`src/rtl/glitch_filter_pkg.sv`:
```
// Shared FSM encoding, default constants and a clog2 helper for the glitch filter.
// Constants here are defaults only; the top exposes them as overridable parameters.
package glitch_filter_pkg;

  typedef enum logic [1:0] {
    S_LO     = 2'd0,
    S_CHK_HI = 2'd1,
    S_HI     = 2'd2,
    S_CHK_LO = 2'd3
  } state_t;

  localparam int DEF_SYNC_STAGES = 2;
  localparam int DEF_STABLE_CYC  = 4;
  localparam int DEF_CNT_W       = 8;

  // Smallest r with 2**r >= value; returns at least 1 so a counter is never zero-width.
  function automatic int clog2(input int value);
    int r;
    r = 1;
    for (int i = 1; i < 31; i++) begin
      if ((1 << i) < value) r = i + 1;
    end
    return r;
  endfunction

endpackage

```
`src/rtl/glitch_filter_ch.sv`:
```
// One channel: synchroniser, stability FSM with registered level/strobes, optional glitch counter.
// Latency SYNC_STAGES+STABLE_CYC edges from a stable input to dout; no backpressure, runs every cycle.
module glitch_filter_ch
  import glitch_filter_pkg::*;
#(
  parameter int SYNC_STAGES = DEF_SYNC_STAGES,
  parameter int STABLE_CYC  = DEF_STABLE_CYC,
  parameter int CNT_W       = DEF_CNT_W
) (
  input  logic             sys_clk,
  input  logic             sys_rst,
  input  logic             din,
  input  logic             cnt_clr,
  output logic             dout,
  output logic             rise,
  output logic             fall,
  output logic [CNT_W-1:0] glitch_cnt
);

  localparam int SC_W = clog2(STABLE_CYC);
  localparam logic [SC_W-1:0] SC_LAST = SC_W'(STABLE_CYC - 1);

  logic [SYNC_STAGES-1:0] r_sync;
  state_t                 r_state;
  logic [SC_W-1:0]        r_sc;
  logic                   r_dout;
  logic                   r_rise;
  logic                   r_fall;
  logic                   w_s;
  logic                   w_glitch;

  always_ff @(posedge sys_clk or posedge sys_rst) begin
    if (sys_rst) begin
      r_sync <= '0;
    end else begin
      r_sync <= {r_sync[SYNC_STAGES-2:0], din};
    end
  end

  assign w_s = r_sync[SYNC_STAGES-1];

  // A check aborted by the opposite level is exactly one rejected pulse.
  assign w_glitch = ((r_state == S_CHK_HI) && !w_s) ||
                    ((r_state == S_CHK_LO) &&  w_s);

  always_ff @(posedge sys_clk or posedge sys_rst) begin
    if (sys_rst) begin
      r_state <= S_LO;
      r_sc    <= '0;
      r_dout  <= 1'b0;
      r_rise  <= 1'b0;
      r_fall  <= 1'b0;
    end else begin
      r_rise <= 1'b0;
      r_fall <= 1'b0;
      case (r_state)
        S_LO: begin
          if (w_s) begin
            r_state <= S_CHK_HI;
            r_sc    <= SC_W'(1);
          end
        end
        S_CHK_HI: begin
          if (!w_s) begin
            r_state <= S_LO;
          end else if (r_sc == SC_LAST) begin
            r_state <= S_HI;
            r_dout  <= 1'b1;
            r_rise  <= 1'b1;
          end else begin
            r_sc <= r_sc + SC_W'(1);
          end
        end
        S_HI: begin
          if (!w_s) begin
            r_state <= S_CHK_LO;
            r_sc    <= SC_W'(1);
          end
        end
        S_CHK_LO: begin
          if (w_s) begin
            r_state <= S_HI;
          end else if (r_sc == SC_LAST) begin
            r_state <= S_LO;
            r_dout  <= 1'b0;
            r_fall  <= 1'b1;
          end else begin
            r_sc <= r_sc + SC_W'(1);
          end
        end
        default: begin
          r_state <= S_LO;
        end
      endcase
    end
  end

  assign dout = r_dout;
  assign rise = r_rise;
  assign fall = r_fall;

`ifdef GLITCH_CNT_EN
  logic [CNT_W-1:0] r_cnt;

  // Clear wins over a same-cycle increment; the count sticks at all-ones.
  always_ff @(posedge sys_clk or posedge sys_rst) begin
    if (sys_rst) begin
      r_cnt <= '0;
    end else if (cnt_clr) begin
      r_cnt <= '0;
    end else if (w_glitch && (r_cnt != {CNT_W{1'b1}})) begin
      r_cnt <= r_cnt + CNT_W'(1);
    end
  end

  assign glitch_cnt = r_cnt;
`else
  logic w_unused;

  assign w_unused   = cnt_clr | w_glitch;
  assign glitch_cnt = '0;
`endif

endmodule

```
`src/rtl/glitch_filter.sv`:
```
// N_CH independent glitch filters; glitch counters exist only when GLITCH_CNT_EN is defined.
// Latency SYNC_STAGES+STABLE_CYC edges per channel; no backpressure, every cycle is consumed.
module glitch_filter
  import glitch_filter_pkg::*;
#(
  parameter int N_CH        = 2,
  parameter int SYNC_STAGES = DEF_SYNC_STAGES,
  parameter int STABLE_CYC  = DEF_STABLE_CYC,
  parameter int CNT_W       = DEF_CNT_W
) (
  input  logic                  sys_clk,
  input  logic                  sys_rst,
  input  logic [N_CH-1:0]       din,
  input  logic                  cnt_clr,
  output logic [N_CH-1:0]       dout,
  output logic [N_CH-1:0]       rise,
  output logic [N_CH-1:0]       fall,
  output logic [N_CH*CNT_W-1:0] glitch_cnt
);

  for (genvar i = 0; i < N_CH; i++) begin : g_ch
    glitch_filter_ch #(
      .SYNC_STAGES (SYNC_STAGES),
      .STABLE_CYC  (STABLE_CYC),
      .CNT_W       (CNT_W)
    ) u_ch (
      .sys_clk    (sys_clk),
      .sys_rst    (sys_rst),
      .din        (din[i]),
      .cnt_clr    (cnt_clr),
      .dout       (dout[i]),
      .rise       (rise[i]),
      .fall       (fall[i]),
      .glitch_cnt (glitch_cnt[i*CNT_W +: CNT_W])
    );
  end

endmodule

```
`config.mk`:
```
export PLATFORM = sky130hd
export DESIGN_NAME = glitch_filter
export DESIGN_NICKNAME = d
export VERILOG_FILES = /design/src/rtl/glitch_filter_pkg.sv /design/src/rtl/glitch_filter_ch.sv /design/src/rtl/glitch_filter.sv
export SDC_FILE = /design/constraint.sdc
export NUM_CORES = 1
export LEC_CHECK = 0
export CORE_UTILIZATION = 45
export CTS_BUF_LIST = sky130_fd_sc_hd__clkbuf_4
export DETAILED_ROUTE_END_ITERATION = 8
export PLACE_DENSITY_LB_ADDON = 0.3
export SLEW_MARGIN = 30
export SYNTH_ARGS = -nofsm -noshare
export SYNTH_HDL_FRONTEND = slang
export SYNTH_SLANG_ARGS = --single-unit
export TNS_END_PERCENT = 5
```
`constraint.sdc`:
```
create_clock -name sys_clk -period 2.15 [get_ports sys_clk]
set_input_delay 0.3225 -clock sys_clk [delete_from_list [all_inputs] [get_ports sys_clk]]
set_output_delay 0.3225 -clock sys_clk [all_outputs]
set_load 0.1 [all_outputs]
```
## After elaboration in Yosys (flattened, before gate mapping)

Index checks and enable logic that the tools add are counted.

| storage, ports and cells | value |
|---|---|
| register bits | 18 |
| input port bits | 5 |
| output and inout bits | 22 |
| word-level logic and storage cells | 92 |

| cells by class | value |
|---|---|
| add/subtract/negate cells | 2 |
| equality and inequality tests | 24 |
| muxes and demuxes | 44 |
| reductions and logical operators | 10 |

Operators by type and width:

| kind | count |
|---|---|
| 2-to-1 mux 2 bit | 20 |
| one-hot mux 2 bit (4 select lines) | 4 |
| 2-to-1 mux 1 bit | 18 |
| != test 2 bit (second input constant) | 8 |
| AND reduction 4 bit | 4 |
| equality test 2 bit (second input constant) | 6 |
| AND reduction 5 bit | 2 |
| != test 2 x 1 -> 1 bit (second input constant) | 4 |
| != test 3 x 2 -> 1 bit (second input constant) | 2 |
| != test 3 bit (second input constant) | 2 |
| adder 2 x 1 -> 2 bit (second input constant) | 2 |
| equality test 2 x 1 -> 1 bit (second input constant) | 2 |
| zero test 2 bit | 2 |
| one-hot mux 1 bit (2 select lines) | 2 |
| nonzero test 2 bit | 2 |

## Longest topological paths before layout

Gate-level depths: netlist of the first run.

| depth | value |
|---|---|
| depth after elaboration | 4 |
| depth in mapped cells | 4 |
| mapped depth without buffers | 4 |

## Hierarchy

Synthesis of the first run repeated with hierarchy kept, for this count alone.

| unflattened totals | value |
|---|---|
| cell total of the unflattened synthesis | 74 |
| area, all modules | 859.6 um2 |

By module, submodules not included:

| module | instances | cells each | area each (um2) | sequential area each (um2) |
|---|---|---|---|---|
| glitch_filter_ch (g_ch[0].u_ch) | 1 | 39 | 440.4 | 225.2 |
| glitch_filter_ch (g_ch[1].u_ch) | 1 | 35 | 419.2 | 225.2 |

## Worst setup path before layout of the first run

No wires, ideal clock.

| path | value |
|---|---|
| path type | register -> register |
| from | register g_ch[0].u_ch.r_sc[0] |
| to | register with a tool-made name |
| library setup time | 0.128 ns |
| arrival time | 0.992 ns |
| data required time | 2.022 ns |
| slack | 1.030 ns |
| stages on the path, launching flop included | 4 |
| path buffers | 0 |
| cell sequence | dfrtp_1 ha_1 nand2_1 mux2_1 |

RTL lines:

| element | line | source |
|---|---|---|
| start: declaration | glitch_filter_ch.sv:25 | `logic [SC_W-1:0] r_sc;` |
| start signal: assignment | glitch_filter_ch.sv:71 | `r_sc <= r_sc + SC_W'(1);` |
| start signal: assignment | glitch_filter_ch.sv:88 | `r_sc <= r_sc + SC_W'(1);` |

## Final worst setup path of the first run

| path | value |
|---|---|
| from | register g_ch[1].u_ch.r_dout |
| to | output port dout[1] |

RTL lines:

| element | line | source |
|---|---|---|
| start: declaration | glitch_filter_ch.sv:26 | `logic r_dout;` |
| start signal: assignment | glitch_filter_ch.sv:50 | `r_dout <= 1'b0;` |
| start signal: assignment | glitch_filter_ch.sv:68 | `r_dout <= 1'b1;` |
| start signal: assignment | glitch_filter_ch.sv:85 | `r_dout <= 1'b0;` |
| end: declaration | glitch_filter.sv:15 | `output logic [N_CH-1:0] dout,` |

No word-level cell between the ends.

==> metrics.csv, run 1 <==
metric,value,unit
diodes,0,
netlist_instances,77,
grt_max_degree,19,
drv_cap,0,
yosys_register_bits,18,
synthSimpleGateAreaFrac,7.65,%
final_common_cell,dfrtp_1,
antenna_found_initial,0,
cp_slowest_cell,dfrtp_1,
worstPathCellList,buf_4,
ctsResizeCount,0,
die_w,46.3,um
cp_max_fo,3,
drt_iter0_drc,6,
critPathBufInv,1,
place_area,876,um2
worstPathArrival,960,ps
grt_usage,11.9,%
synth_adder_area_share,5.67,%
worstSetupStartpointType,flip-flop,
htree_num_levels,1,
setup-violations-final,0,
synth_cell_type_count,21,
fin_crit_sh,59.6,%
clock_skew,0.855,ps
final_cell_mix,"18 x dfrtp_1, 16 x conb_1, 6 x buf_4",
ant_nets,0,
core.rowCount,15,
synthMuxAreaShare,3.68,%
criticalPathCategory,flip-flop to primary output,
drive_gt1_share,12.2,%
timing.slew.headroom,56.3,%
fillerInstances,165,
dp_hpwl,798,um
clock-sinks,18,
fp.dieH,46.3,um
dieArea,2140,um2
seqCellArea,450,um2
final_cells,107,
p_leak,0.433,nW
synth_compound_area_share,8.92,%
cts-root-buf,clkbuf_4,
ir_worst_vdd,0.662,mV
core-area,1780,um2
multi_input_area,315,um2
cts_max_path_buffers,2,
post_cts_buffers,0,
cts_tree,yes,
tightest_slew,655,ps
status,"finished, final reports clean",
wl_per_cell,10.1,um
slew_viol_final,0,
ys_warn_count,0,
initial_utilization,49.5,%
first_pass_iters,4,
drt_wl_total,1080,um
rsz0062_at_grt,false,
worstPathRequired,1830,ps
postSynthAreaPerCell,11.5,um2
ios,27,
grt_pass1_vias,437,
cp-end-kind,primary output,
finalHoldViolations,0,
clock_latency,280,ps
max_stage_delay,380,ps
port_buffers,9,
grt_pass1_wl,1720,um
hold_class,flip-flop to flip-flop,
p_per_area,1440,nW/um2
setup_tns,0,ps
drc_errors,0,
synth_xor_area_share,2.97,%
via_count,481,
via_per_inst,4.50,
fin_crit,1280,ps
ctsHoldBuffers,0,
clkTransAtPathRegs,100,ps
cts_made_buffers,3,
layout.nets,92,
crit_family,flip-flops,
areaGrowthSynthToFinish,2.12,%
yosysSeqAreaShare,51.0,%
gp_congestion,0.696,
fmax,0.780,GHz
syn_area,883,um2
grt_overflow,0,
final_area,902,um2
synth_top_family_by_area,buffers and inverters,
dp_cells,103,
==> cells in the mapped netlist, drive strengths merged <==
cell,number,area [um2]
nand2,4,15.0
nor2,1,3.75
conb,1,3.75
buf,23,170
xor2,1,8.76
inv,1,3.75
a21oi,5,25.0
o21ai,2,10.0
a31o,1,8.76
xnor2,2,17.5
mux2i,1,10.0
a21boi,1,7.51
a22o,1,8.76
ha,4,50.1
dfrtp,18,450
a31oi,3,18.8
mux2,2,22.5
nand2b,1,6.26
nor3b,5,42.5
==> layer usage <==
layer | vias up | wire length (um) | track usage, % | share of wire [%]
met5 | - | 0 | 0 | 0
met4 | 0 | 14 | 8.82 | 1.3
met3 | 2 | 51 | 3.53 | 4.7
met2 | 23 | 549 | 18.3 | 51
met1 | 225 | 468 | 13.6 | 43
li1 | 231 | - | - | -
==> logic make-up (layout without fill, tap and decap cells) <==
group / Yosys count / after routing
AND/OR/NAND/NOR: 11 / 11
flip-flops: 18 / 18
adder cells (fa/ha/maj): 4 / 4
AO/OA/AOI/OAI: 13 / 13
buffers and inverters: 24 / 14
XOR/XNOR: 3 / 3
other: 1 / 16
multiplexers: 3 / 3
==> through the flow <==
| step | hold WS (ps) | power [mW] | worst slack [ps] | util [%] |
|---|---|---|---|---|
| after floorplan | 261 | 1.08 | 1030 | - |
| after global placement | 332 | 1.11 | 941 | 49.1 |
| after detailed placement | 335 | 1.13 | 919 | 49.1 |
| after CTS | 358 | 1.31 | 857 | 50.6 |
| after global routing | 364 | 1.36 | 826 | 50.6 |
| final | 356 | 1.30 | 868 | 50.6 |
==> power by group <==
| part | total [mW] | switching (mW) | internal (mW) |
|---|---|---|---|
| registers | 0.534 | 0.100 | 0.434 |
| clock network | 0.167 | 0.0996 | 0.0673 |
| logic | 0.595 | 0.426 | 0.169 |
| total | 1.30 | 0.626 | 0.670 |
==> area by class of cell <==
type	count	area share (%)
multi-input cells	50	35.0
repair buffers	9	8.32
clock buffers	3	2.50
clock inverters	1	0.416
flip-flops and latches	18	49.9
well taps	25	3.47
inverters	1	0.416
==> worst paths after layout <==
| check | startpoint | end | slack (ps) | cells past startpoint |
|---|---|---|---|---|
| min in group asynchronous | sys_rst | g_ch[0].u_ch.r_sync[0] | 420 | 2 |
| worst min register to register | g_ch[1].u_ch.r_sync[0] | g_ch[1].u_ch.r_sync[1] | 360 | 0 |
| worst min-delay path | g_ch[1].u_ch.r_sync[0] | g_ch[1].u_ch.r_sync[1] | 360 | 0 |
| worst max-delay path | g_ch[1].u_ch.dout | dout[1] | 870 | 1 |
| worst max register to register | g_ch[0].u_ch.r_sc[0] | flip-flop | 950 | 3 |
| max in group asynchronous | sys_rst | g_ch[0].u_ch.r_state[0] | 1320 | 2 |
No activity file was read; power rests on OpenSTA's default activity.
==> run 2, diff against run 1 <==
--- a/config.mk
+++ b/config.mk
@@ -5,7 +5,7 @@
 export SDC_FILE = /design/constraint.sdc
 export NUM_CORES = 1
 export LEC_CHECK = 0
-export CORE_UTILIZATION = 45
+export CORE_UTILIZATION = 43
 export CTS_BUF_LIST = sky130_fd_sc_hd__clkbuf_4
 export DETAILED_ROUTE_END_ITERATION = 8
 export PLACE_DENSITY_LB_ADDON = 0.3
==> constraint.sdc (replaced) <==
create_clock -name sys_clk -period 1.13 [get_ports sys_clk]
set_input_delay 0.1695 -clock sys_clk [delete_from_list [all_inputs] [get_ports sys_clk]]
set_output_delay 0.1695 -clock sys_clk [all_outputs]
set_load 0.1 [all_outputs]
==> metrics.csv, run 2 (synthesis gave the netlist of run 1 again) <==
metric,value,unit
final_cells,120,
grt_overflow,0,
clock_skew,7.43,ps
wl_met2,559,um
diodes,0,
setup_tns,0,ps
worstSetupStartpointType,flip-flop,
criticalPathCategory,flip-flop to flip-flop,
fin_crit,1120,ps
grt_max_degree,19,
cp-end-kind,flip-flop,
layout.nets,103,
rsz0062_at_grt,true,
final_area,1100,um2
max_stage_delay,420,ps
die_w,47.3,um
p_per_area,2600,nW/um2
cts_made_buffers,3,
drt_wl_total,1130,um
wl_per_cell,9.40,um
clock_latency,290,ps
port_buffers,9,
final_common_cell,dfrtp_1,
worstPathRequired,1310,ps
cts-root-buf,clkbuf_4,
pre_cts_ws,-9.23,ps
via_count,524,
fin_crit_sh,99.5,%
route.top_layer_used,met4,
status,"finished, final reports clean",
slew_viol_final,0,
dp_cells,115,
ir_worst_vdd,1.04,mV
initial_utilization,45.5,%
ios,27,
worstPathArrival,1300,ps
fp.dieH,47.3,um
setup_slack,5.73,ps
core.rowCount,16,
first_pass_iters,4,
wl_met1,477,um
cts_max_path_buffers,2,
cts_tree,yes,
critPathBufInv,0,
setup-violations-final,0,
fmax,0.889,GHz
cp_slowest_cell,dfrtp_1,
grt_usage,13.5,%
wl_met3,49,um
drc_errors,0,
final_cell_mix,"18 x dfrtp_1, 16 x conb_1, 11 x buf_4",
place_area,1030,um2
drt_iter0_drc,8,
grt_pass1_wl,1990,um
crit_family,flip-flops,
hold_slack,170,ps
dieArea,2240,um2
rrSetupSlack,6,ps
via_per_inst,4.37,
antenna_found_initial,0,
hold_class,primary input to asynchronous set/reset pin,
worstPathCellList,ha_2 > nand2_1 > mux2_4,
finalHoldViolations,0,
drive_gt1_share,33.3,%
gp_congestion,0.640,
p_leak,0.514,nW
cp_max_fo,3,
core-area,1940,um2
areaGrowthSynthToFinish,24.2,%
ant_nets,0,
clock-sinks,18,
drv_cap,0,
htree_num_levels,1,
clkTransAtPathRegs,100,ps
grt_pass1_vias,488,
## run 2: cell count changes in the layout (fill, tap and decap cells not counted), moves of 2 or more
| cell | delta |
|---|---|
| nand2_2 | +2 |
| buf_4 | +5 |
| mux2_4 | +2 |
| mux2_1 | -2 |
| ha_2 | +4 |
| nand2_1 | -2 |
| buf_12 | +6 |
| ha_1 | -4 |
## run 2: worst paths after layout
path,cells past startpoint,from,end
max in group asynchronous,3,sys_rst,g_ch[0].u_ch.r_state[0]
max,3,g_ch[0].u_ch.r_sc[0],flip-flop
min,3,sys_rst,g_ch[1].u_ch.r_sync[0]
max reg2reg,3,g_ch[0].u_ch.r_sc[0],flip-flop
min in group sys_clk,1,din[1],g_ch[1].u_ch.r_sync[0]
min reg2reg,0,g_ch[0].u_ch.r_sync[0],g_ch[0].u_ch.r_sync[1]
## run 2: layer usage
layer | vias up | GRT usage (%)
met5 | - | 0
met4 | 0 | 10.3
met3 | 4 | 3.46
met2 | 22 | 21.1
met1 | 246 | 15.6
li1 | 252 | -
## run 2: area by class of cell
class	count	area [um2]
Inverter	1	3.75
Clock inverter	1	3.75
Timing Repair Buffer	20	233
Clock buffer	3	22.5
Multi-Input combinational cell	50	350
Tap cell	27	33.8
Sequential cell	18	450
Fill cell	176	845
## run 2: power breakdown
part / internal, mW / switching [mW]
combinational: 0.636 / 0.875
sequential: 0.827 / 0.200
clock: 0.128 / 0.189
## run 2: worst reg2reg max path, delay by kind of cell, from the launching register on
family	cells	cell delay [ps]
fa+ha+maj	1	200
flops	1	420
mux	1	300
simple gates	1	100
## run 2: repair_timing
| action | 4_1_cts | 5_1_grt |
|---|---|---|
| setup endpoints to repair | 2 | 10 |
| cloned | 0 | 0 |
| hold buffers | 0 | 0 |
| buffers inserted | 0 | 1 |
| gates resized for setup | 3 | 7 |
| pin swaps | 0 | 1 |
## run 2: stage by stage
step / total power, mW / utilization (%)
after detailed placement: 2.43 / 53.0
after CTS: 2.79 / 54.8
after global routing: 3.06 / 56.5
final: 2.85 / 56.5
after floorplan: 2.06 / -
after global placement: 2.39 / 53.0
==> RTL change 1, RTL diff (settings of run 2) <==
Put a register stage on the output `rise`. The value now appears one clock later. The other outputs are not delayed to match.
--- a/src/rtl/glitch_filter.sv
+++ b/src/rtl/glitch_filter.sv
@@ -18,6 +18,8 @@
   output logic [N_CH*CNT_W-1:0] glitch_cnt
 );
 
+  logic [N_CH-1:0] rise_d;
+
   for (genvar i = 0; i < N_CH; i++) begin : g_ch
     glitch_filter_ch #(
       .SYNC_STAGES (SYNC_STAGES),
@@ -29,11 +31,15 @@
       .din        (din[i]),
       .cnt_clr    (cnt_clr),
       .dout       (dout[i]),
-      .rise       (rise[i]),
+      .rise       (rise_d[i]),
       .fall       (fall[i]),
       .glitch_cnt (glitch_cnt[i*CNT_W +: CNT_W])
     );
   end
 
+  always_ff @(posedge sys_clk) begin
+      rise <= rise_d;
+  end
+
 endmodule
 
Formal check against the unedited RTL: not equivalent (a bounded check fails within 10 cycles, from zero or initial values and one cycle with sys_rst high).
==> RTL change 1 against run 2 <==
Design area grew 5.1%. Worst setup slack better by 8.7 ps. Utilization grew 1.7 points. Wire length rose by 14%. Power is 5.4% higher. Count of clock-buffer cells in the layout increased by 1. Via count rose by 6.3%. Die area increased by 3.4%. Sequential cell count up 2. Synthesized area grew 3.5%. Fmax up 0.78%.
==> RTL change 1: results (changes against run 2) <==
* Outcome: finished clean
* Clock Latency Late Sink at 290 ps (about the same)
* WP data arrival at 1320 ps (+20 ps)
* H-tree depth at 1 (unchanged)
* Setup Buffers After CTS at 0 (unchanged)
* Worst r2r src: g_ch[1].u_ch.r_sc[1]
* Met3 Use GR at 0.0556 (+0.0209)
* FF-to-FF End: g_ch[1].u_ch.rise
* ANT cells at 0 (unchanged)
* Met1 GRT Util at 0.142 (-0.0146)
* Regs by FF count: g_ch.u_ch.r_sc: 4 flops, g_ch.u_ch.r_sync: 4 flops
* Via count at 557 (+6.3%)
* RePlAce Congestion at 0.660 (+3.2%)
* Final Non-Filler Cells at 124 (+3.3%)
* Critical-path maximum fanout at 3 (unchanged)
* CP peak stage delay at 400 ps (-20 ps)
* Fin nets at 107 (+3.9%)
* CP max stage cell: dfrtp_1
* Sequential area share after synthesis at 0.536 (+0.0263)
* Synth cell count leaders: 20 x buf_4, 18 x dfrtp_1, 5 x a21oi_1, 5 x nand2_1
* Initial antenna violation count at 0 (unchanged)
* LEAKAGE at 0.539 nW (+4.9%)
* Cell Area, Placed at 1080 µm² (+5.2%)
* Number of global-route vias before repair at 469 (-3.9%)
* Num CTS Buffers at 3 (unchanged)
* Reg2reg setup slack at 10 ps
* Final setup skew at 2.80 ps (-4.63 ps)
* Fill count at 193 (+9.7%)
* Async set or reset register ratio after synthesis at 0.900 (-0.100)
* Root Driver: clkbuf_4
* DR pass1 iterations at 2 (-2)
* First-pass GRT wire length at 1930 µm (-3.1%)
* Drt initial violations at 3 (-5)
* Largest net degree at the start of global routing at 19 (unchanged)
* Worst R2R Path Depth at 4 (+1)
* Synth cell types at 23 (+9.5%)
* GRT Util Overall at 0.128 (-0.00668)
* Synth warnings at 0 (unchanged)
* Primary FF master, synth: dfrtp_1
* Cells after Synth at 79 (+2.6%)
* WL per Instance at 10.3 µm (+10%)
* Delay-heaviest family, CP: flip-flops
* Clock Path Buffers at 2 (unchanged)
* Fmax at 896 MHz (+0.78%)
* IO Port Bufs at 9 (unchanged)
* Met2 Usage GRT at 0.208 (-0.00285)
* Setup WS pre-CTS at -39.7 ps (-30.5 ps)
* Synth top area cells: dfrtp_1 49%, buf_4 16%, ha_1 5.5%, dfxtp_1 4.4%, nor3b_1 3.3%
* Layout cell share with drive strength beyond 1 at 0.340 (+0.00687)
* HP Class: in -> async
* Peak VDD IR at 1.32 mV (+27%)
* Clk slew on worst S/H paths at 100 ps (about the same)
* Fin Hold WS at 172 ps (+2.87 ps)
==> RTL change 1: cell types whose count changed after synthesis, sizes merged <==
cell and delta:
a31oi -1, nor2 +1, dfxtp +2, buf -2, nand2 +1, nor3 +1
==> RTL change 1: cells by family after synthesis <==
logic type,Yosys count,share of synthesized area
xor gates and xnor gates,3,0.0287
buffers and inverters,22,0.174
AOI/OAI and AO/OA,12,0.0793
adders and majority gates,4,0.0547
muxes,3,0.0356
and+or+nand+nor,14,0.0876
DFF,20,0.536
other,1,0.00410
==> RTL change 1: power breakdown <==
part / leakage (nW) / internal [mW] / switching, mW
registers: 0.240 / 0.904 / 0.218
clock network: 0.0184 / 0.161 / 0.194
logic: 0.280 / 0.626 / 0.905
total: 0.539 / 1.69 / 1.32
==> RTL change 1: tightest hold or removal path: stages <==
cell,delay (ps)
clkdlybuf4s50_1,390
inv_1,50
buf_4,230
==> RTL change 1: what timing repair did <==
action	CTS	global route
resized for setup	5	6
pin swaps	0	1
setup endpoints to repair	3	10
gates cloned	0	0
==> RTL change 1: how the worst max path moves through the flow <==
stage	endpoint	startpoint	depth (start not counted)
3_3_place_gp	register	g_ch[1].u_ch.r_sc[0]	3
5_1_grt	g_ch[1].u_ch.rise	g_ch[1].u_ch.r_sc[0]	4
3_5_place_dp	register	g_ch[1].u_ch.r_sc[0]	3
6_report	g_ch[1].u_ch.rise	g_ch[1].u_ch.r_sc[1]	4
4_1_cts	register	g_ch[1].u_ch.r_sc[0]	3
2_1_floorplan	register	g_ch[0].u_ch.r_sc[0]	3
==> RTL change 1: final cells by class <==
cell class                      count  area [µm²]  share of cell area
Timing Repair Buffer               20         233               0.202
Inverter                            1        3.75             0.00325
Multi-Input combinational cell     52         363               0.315
Tap cell                           27        33.8              0.0293
Clock buffer                        4        30.0              0.0260
Sequential cell                    20         490               0.425
==> RTL change 1: layer usage <==
| layer | wire, µm | part of all wire | up-vias |
|---|---|---|---|
| li1 | - | - | 265 |
| met1 | 523 | 0.41 | 263 |
| met2 | 658 | 0.51 | 27 |
| met3 | 77 | 0.060 | 2 |
| met4 | 24 | 0.019 | 0 |
| met5 | 0 | 0 | - |
==> RTL change 2, RTL diff (config.mk and constraints of run 2) <==
Without the edit above. The option `GLITCH_CNT_EN` is turned on by a define.
--- a/src/rtl/glitch_filter_ch.sv
+++ b/src/rtl/glitch_filter_ch.sv
@@ -1,5 +1,7 @@
 // One channel: synchroniser, stability FSM with registered level/strobes, optional glitch counter.
 // Latency SYNC_STAGES+STABLE_CYC edges from a stable input to dout; no backpressure, runs every cycle.
+`define GLITCH_CNT_EN
+
 module glitch_filter_ch
   import glitch_filter_pkg::*;
 #(
Check against the original RTL: not equivalent (a bounded check fails within 10 cycles, from zero or initial values and one cycle with sys_rst high).
==> RTL change 2 against run 2 <==
The run now ends with negative setup slack left. Sequential cell count up 16. Die area up 79%. Worst setup slack lost 390 ps. Synthesized area increased by 83%. Design area increased to 2.5 times the old value. Fmax down 26%. Power is 72% higher. Wire length rose to 3.9 times the old value. Combinational power rose by 66%. First-iteration DRC count increased to 6.9 times the old value. Critical path type unchanged.
==> RTL change 2: results (changes against run 2) <==
* Peak VDD IR at 1.55 mV (+49%)
* Synth cell count leaders: 34 x dfrtp_1, 13 x nand2_1, 11 x nor2_1, 11 x o21ai_0, 10 x a21oi_1
* Final setup fails at 38 (+38)
* WP data arrival at 1790 ps (+490 ps)
* WL per Instance at 16.5 µm (+76%)
* Length of routed met3 wiring at 176 µm (+260%)
* First-pass GRT wire length at 7420 µm (+270%)
* Number of non-clock buffers at 72 (+260%)
* Clock Latency Late Sink at 350 ps (+60 ps)
* Drt initial violations at 55 (+47)
* Reg area at 890 µm² (+97%)
* Largest net degree at the start of global routing at 22 (+3)
* H-tree depth at 2 (+1)
* Via count at 1476 (+180%)
* Post-route cell area at 2760 µm² (+150%)
* Setup TNS at -7230 ps (-7230 ps)
* Setup Buffers After CTS at 2 (+2)
* Worst r2r src: g_ch[0].u_ch.glitch_cnt[0]
* Final WS setup at -380 ps (-386 ps)
* Outcome: finished with violations
* Wl on met1 at 1750 µm (+270%)
* Clk_buf instances at 6 (+3)
* Synth top area cells: dfrtp_1 53%, mux2i_1 3.7%, o21ai_0 3.4%, a21oi_1 3.1%, ha_1 3.1%
* Signal buf overhead at 0.332 (+0.120)
* Fill count at 215 (+22%)
* Failing checks: negative setup slack
* LEAKAGE at 1.17 nW (+130%)
* Inverters at 7 (+6)
* DIE WIDTH at 63.3 µm (+34%)
-- RTL change 2: logic make-up after synthesis --
group                    synth area share
AND/OR/NAND/NOR                     0.173
flip-flops                          0.526
AO/OA/AOI/OAI                       0.125
buffers and inverters              0.0511
multiplexers                       0.0511
XOR/XNOR                           0.0434
adder cells (fa/ha/maj)            0.0310
-- RTL change 2: power groups by stage --
stage | Clock (mW) | Combinational (mW) | Sequential (mW)
4_1_cts | 0.690 | 2.45 | 1.74
2_1_floorplan | 0 | 0.936 | 2.08
3_5_place_dp | 0 | 2.29 | 1.72
5_1_grt | 0.737 | 2.64 | 1.78
6_report | 0.665 | 2.51 | 1.75
3_3_place_gp | 0 | 2.18 | 1.70
-- RTL change 2: worst max-delay path, cell delays in order (launching register included) --
cell,delay [ps]
dfrtp_4,510
ha_4,170
nand4_1,130
o211ai_4,140
or3_4,360
a21oi_2,140
